$ cat src/rtl/line_arbiter.sv
// Two-requester cacheline arbiter (dcache priority, icache starvation guard) onto one adaptor port.
// Grant one cycle after request seen in IDLE; one IDLE cycle between transactions; non-owner waits.
module line_arbiter #(
  parameter int STARVE_LIMIT = 4,
  parameter int CNT_W        = 32
) (
  input  logic             clk,
  input  logic             reset_n,
  input  logic             i_read,
  input  logic             i_write,
  input  logic [31:0]      i_addr,
  input  logic [255:0]     i_wdata,
  output logic [255:0]     i_rdata,
  output logic             i_resp,
  input  logic             d_read,
  input  logic             d_write,
  input  logic [31:0]      d_addr,
  input  logic [255:0]     d_wdata,
  output logic [255:0]     d_rdata,
  output logic             d_resp,
  output logic             mem_read,
  output logic             mem_write,
  output logic [31:0]      mem_addr,
  output logic [255:0]     mem_wdata,
  input  logic [255:0]     mem_rdata,
  input  logic             mem_resp,
  output logic             busy,
  output logic             owner,
  output logic [CNT_W-1:0] i_grant_cnt,
  output logic [CNT_W-1:0] d_grant_cnt
);

  localparam int SW = 4;
  localparam logic [SW-1:0] LIMIT = SW'(STARVE_LIMIT);

  typedef enum logic [1:0] {
    IDLE    = 2'd0,
    SERVE_I = 2'd1,
    SERVE_D = 2'd2
  } state_t;

  state_t          state, state_nxt;
  logic [SW-1:0]   streak, streak_nxt;
  logic [CNT_W-1:0] i_cnt_q, d_cnt_q;
  logic            ireq, dreq;

  assign ireq = i_read | i_write;
  assign dreq = d_read | d_write;

  always_ff @(posedge clk or negedge reset_n) begin
    if (!reset_n) begin
      state   <= IDLE;
      streak  <= '0;
      i_cnt_q <= '0;
      d_cnt_q <= '0;
    end else begin
      state  <= state_nxt;
      streak <= streak_nxt;
      if (state == IDLE && state_nxt == SERVE_I) i_cnt_q <= i_cnt_q + CNT_W'(1);
      if (state == IDLE && state_nxt == SERVE_D) d_cnt_q <= d_cnt_q + CNT_W'(1);
    end
  end

  // streak counts dcache wins taken while icache was also waiting
  always_comb begin
    state_nxt  = state;
    streak_nxt = streak;
    case (state)
      IDLE: begin
        if (dreq && (!ireq || streak != LIMIT)) begin
          state_nxt  = SERVE_D;
          streak_nxt = ireq ? ((streak >= LIMIT) ? LIMIT : streak + SW'(1)) : '0;
        end else if (ireq) begin
          state_nxt  = SERVE_I;
          streak_nxt = '0;
        end
      end
      SERVE_I, SERVE_D: begin
        if (mem_resp) state_nxt = IDLE;
      end
      default: state_nxt = IDLE;
    endcase
  end

  always_comb begin
    mem_read  = 1'b0;
    mem_write = 1'b0;
    mem_addr  = '0;
    mem_wdata = '0;
    i_resp    = 1'b0;
    d_resp    = 1'b0;
    case (state)
      SERVE_I: begin
        mem_write = i_write;
        mem_read  = i_read & ~i_write;
        mem_addr  = i_addr;
        mem_wdata = i_wdata;
        i_resp    = mem_resp;
      end
      SERVE_D: begin
        mem_write = d_write;
        mem_read  = d_read & ~d_write;
        mem_addr  = d_addr;
        mem_wdata = d_wdata;
        d_resp    = mem_resp;
      end
      default: ;
    endcase
  end

  assign i_rdata     = mem_rdata;
  assign d_rdata     = mem_rdata;
  assign busy        = (state != IDLE);
  assign owner       = (state == SERVE_D);
  assign i_grant_cnt = i_cnt_q;
  assign d_grant_cnt = d_cnt_q;

endmodule

$ cat config.mk
export PLATFORM = sky130hd
export DESIGN_NAME = line_arbiter
export DESIGN_NICKNAME = d
export VERILOG_FILES = /design/src/rtl/line_arbiter.sv
export SDC_FILE = /design/constraint.sdc
export NUM_CORES = 1
export LEC_CHECK = 0
export ABC_AREA = 1
export CORE_AREA = 2 2 663 665
export CTS_BUF_LIST = sky130_fd_sc_hd__clkbuf_4 sky130_fd_sc_hd__clkbuf_8 sky130_fd_sc_hd__clkbuf_16
export DETAILED_ROUTE_END_ITERATION = 8
export DIE_AREA = 0 0 665 667
export PLACE_DENSITY = 0.31
export SYNTH_ARGS = -nofsm -noshare
export SYNTH_HDL_FRONTEND = slang
export SYNTH_SLANG_ARGS = --single-unit
$ cat constraint.sdc
create_clock -name clk -period 2.4 [get_ports clk]
set_input_delay 0.24 -clock clk [delete_from_list [all_inputs] [get_ports clk]]
set_output_delay 0.24 -clock clk [all_outputs]
set_load 0.05 [all_outputs]
; Word level (Yosys, flattened, before mapping)
; Index checks and enable logic that the tools add are counted.
[word_totals]
ramBits = 0
rom_bits = 0
out_inout_bits = 870
reg_bits = 70
inputBits = 839
memories = 0
latchBits = 0
[op_classes]
magnitude_cmp = 1
n_div = 0
shift = 0
eq_ne = 5
multipliers = 0
bitwise = 6
add_sub_neg = 3
reduce_logical = 10
n_mux = 14
[op_table]
columns = op, n
row1 = $pmux 256 s2, 1
row2 = $add 32x1->32 const B, 2
row3 = $pmux 32 s2, 1
row4 = $mux 4, 4
row5 = $mux 2, 3
row6 = $add 4x1->4 const B, 1
row7 = $eq 2x1->1 const B, 2
row8 = $eq 2x2->1 const B, 2
row9 = $ge 4x3->1 const B, 1
row10 = $ne 4x3->1 const B, 1
row11 = $pmux 1 s2, 2
row12 = $pmux 2 s2, 1
row13 = $reduce_bool 2->1, 2
row14 = $logic_and 1x1->1, 3
row15 = $and 1x1->1, 2
row16 = $logic_not 2->1, 1
row17 = $mux 1, 2
row18 = $not 1->1, 2
row19 = $or 1x1->1, 2
row20 = $reduce_and 2->1, 1
row21 = $reduce_or 2->1, 1
row22 = $logic_not 1->1, 1
row23 = $logic_or 1x1->1, 1

; Logic depth before layout (Yosys ltp)
[logic_depth]
depth_word = 8
depth_mapped = 13

; Worst setup path before layout
; No wires, ideal clock.
[synth_timing]
kind = flip-flop to output port
start = register state[0]
end = output port mem_wdata[202]
t_required_ns = 2.160
path_stages_with_launch = 7
arrival_time_ns = 2.453
setup_slack_ns = -0.293
path_buffers = 2
path_cell_list = dfrtp_1 inv_1 ha_1 clkbuf_1 clkbuf_1 nand2_1 a21oi_1
[synth_via]
elab_chain_len = 2
elab_cells_between_ends = 3
classes_between = eq/ne (2) / mux (1)
[synth_lines]
columns = item, line_no
row1 = start: declaration, 42  ; state_t state, state_nxt;
row2 = start signal: assignment, 57  ; state <= state_nxt;
row3 = $eq 2x2->1, n/a
row4 = via owner, 28  ; output logic owner,
row5 = $pmux 256 s2, 92  ; case (state)
row6 = end: declaration, 24  ; output logic [255:0] mem_wdata,
; The timed path passes the listed nets, and every way through them passes these cells.

; Worst setup path in the final report
[layout_timing]
start = register state[1]
end = output port mem_wdata[85]
[layout_via]
elab_chain_len = 2
elab_cells_between_ends = 3
classes_between = eq/ne (2) / mux (1)
[layout_lines]
columns = item, line_no
row1 = $eq 2x2->1 / $eq 2x1->1 (equally long branches), 92
row2 = $pmux 256 s2 (*), 92
; Mark *: on every way between the ends. The rest lies on a longest branch, timed or not.

==> metrics.csv <==
stage,metric,value,unit
clock_tree,htreeDepth,3,
hold_path,hp-class,primary input to async pin,
global_routing,grt_overflow,0,
run_status,outcome,finished with violations,
logic_synthesis,synth_mux_area_frac,0,
pwr,cellPowerDensity,1240,nW/um2
floorplanning,die-area,444000,um2
sta,rsz0062_at_grt,yes,
critical_path,crit_fanout,7,
clock_tree,cts_sinks,70,
logic_synthesis,syn_nets,3061,
layout,layoutNonFillerInstCount,8523,
layout,final_common_cell,nand2_1,
logic_synthesis,synth.avg_cell_area,5.73,um2
logic_synthesis,yosys.area_share.simple,0.367,
logic_synthesis,synth_compound_area_frac,0.118,
routing,drt-total-wl,315000,um
sta,setup_tns,-4580,ps
sta,finalCriticalPeriod,2550,ps
floorplanning,start_util,0.0290,
sta,fin_crit_sh,1.06,
logic_synthesis,synth.distinct_cells,26,
logic_synthesis,yosys_warnings,0,
layout,post-route-util,0.0819,
logic_synthesis,synth-seq-cells,70,
sta,timing.final.ws_setup,-154,ps
critical_path,arrival,2310,ps
routing,viasPerCell,2.24,
place,pre_cts_ws,43.7,ps
floorplanning,core_area,437000,um2
logic_synthesis,yosysTopAreaCell,buf_4,
layout,fillCellCount,50900,
routing,ant_nets,0,
clock_tree,cts_tree,done,
clock_tree,root_buffer,clkbuf_16,
logic_synthesis,synthCells,2214,
layout,layout_common_cells,"nand2_1 (639), clkdlybuf4s50_1 (612), a21oi_4 (289), buf_12 (256), nand2_2 (155)",
logic_synthesis,synthAdderAreaFrac,0.00790,
floorplanning,fp-row-count,243,
critical_path,endpoint_kind,output pin,
logic_synthesis,synth.area.top_cells,"buf_4 (31%), nand2_1 (27%), dfrtp_1 (14%)",
global_routing,grt_max_degree,62,
routing,vias,19100,
layout,nNetsFinal,3579,
sta,drv_slew,0,
critical_path,critPathKind,flip-flop to output pin,
sta,tightest_slew,657,ps
logic_synthesis,ys_seq_area_frac,0.138,
layout,final_area,35700,um2
routing,drc_errors,0,
clock_tree,cts.clk_slew.worst_paths,70,ps
sta,hold_viol,0,
clock_tree,clockBufferDepth,2,
critical_path,crit_required,2160,ps
global_routing,groute.usage.overall,0.135,
routing,drt-pass1-iter-count,5,
sta,finClkSkew,12.9,ps
floorplanning,die_h,667,um
logic_synthesis,synth_top_family_by_area,simple AND/OR/NAND/NOR gates,
sta,finalSetupViolations,170,
place,dp_hpwl,284000,um
routing,drt_iter0_markers,1269,
global_routing,grt_pass1_wl,354000,um
place,placed_cell_area,31100,um2
pwr,p_leak,0.0110,uW
logic_synthesis,synth_area,12700,um2
place,port_buffers,940,
sta,slew_headroom,0.562,
critical_path,startpoint_type,flip-flop,
floorplanning,num_io_pins,1709,
logic_synthesis,synth_xor_area_frac,0.0166,
sta,fmax,391,MHz
layout,drive_gt1_frac,0.415,
pwr,max-vdd-ir-drop,707,uV
routing,wl_per_cell,36.9,um
clock_tree,clk_latency,380,ps
layout,area_growth,182,%
global_routing,antenna_found_initial,197,
logic_synthesis,synth_top_area_share,0.305,
layout,regArea,1750,um2
layout,multi_input_area,11200,um2
run_status,violations,setup timing,
global_routing,grt_pass1_vias,18300,
flow_run,cap_violations,0,
place,dpl.cell_count,8364,
clock_tree,cts-buffers-inserted,9,
floorplanning,dieWidth,665,um
place,gp_congestion,0.943,
[cells by family (layout without fill, tap and decap cells)]
group	Yosys count	after routing
simple gates	1152	1152
other cells	0	29
fa+ha+maj	8	8
xor+xnor	24	24
flops	70	70
buf+inv	663	1186
compound gates	297	297
[through the flow]
step / total power (uW) / hold WS, ps
global placement: 35700 / 307
floorplan: 20300 / -55.6
finish: 44300 / 452
detailed placement: 35700 / 314
CTS: 42600 / 463
global route: 45900 / 480
[area by class of cell]
cell class | count | area share
Clock buffer | 9 | 0.00630
Clock inverter | 7 | 0.00273
Multi-Input combinational cell | 1481 | 0.313
Tap cell | 5757 | 0.202
Timing Repair Buffer | 1135 | 0.421
Inverter | 35 | 0.00403
Antenna cell | 29 | 0.00203
Sequential cell | 70 | 0.0490
[worst paths after layout]
path | from | end | slack, ps | cells past startpoint
max in group asynchronous | reset_n | i_grant_cnt[0] | 1280 | 3
worst min register to register | streak[3] | streak[3] | 530 | 2
min in group clk | mem_rdata[239] | i_rdata[239] | 480 | 0
worst max register to register | state[1] | d_grant_cnt[1] | 200 | 13
worst max-delay path | state[1] | mem_wdata[85] | -150 | 9
worst min-delay path | reset_n | i_grant_cnt[11] | 450 | 2
[where the power goes]
part / internal (uW) / switching (uW)
clock: 914 / 646
sequential: 1270 / 135
combinational: 15700 / 25700
[registers in the layout, indices dropped and copies added, names as in the netlist]
signal       count
d_grant_cnt     32
i_grant_cnt     32
streak           4
state            2
[critical path, stage by stage (launching register included)]
cell and delay, ps:
dfrtp_1 360, inv_2 60, buf_4 140, ha_4 310, inv_12 60, buf_16 160
buf_16 190, buf_16 160, a21oi_4 270, buf_12 180
[what timing repair did]
item	4_1_cts	5_1_grt
gates resized for setup	314	333
endpoints found under the hold margin	37	0
hold buffers	1	0
cloned	27	23
pin swaps	91	149
setup endpoints to repair	282	287
setup buffers	58	13
[synthesized netlist by cell type]
master	number
nand3_1	51
inv_2	1
dfrtp_1	70
o22ai_1	3
a21oi_2	1
nand3b_1	33
buf_2	7
nor2_4	2
buf_1	16
nor3_1	4
ha_1	8
buf_4	515
xnor2_1	6
buf_6	2
clkbuf_1	87
inv_1	34
a21oi_1	292
nor2_1	111
nand2_1	917
nand2_2	7
o21ai_0	1
nand3_2	11
xor2_1	18
buf_12	1
or2_2	1
nand4_1	15
[metal layers]
metal  track usage  wire [um]  vias up
met1         0.117      94100     8773
met3         0.134      66700      565
met2         0.218     145000     2042
met5        0.0103       1670        -
met4        0.0264       6880      164
li1              -          -     7553
Note: power is estimated with default switching activity, not from simulation.
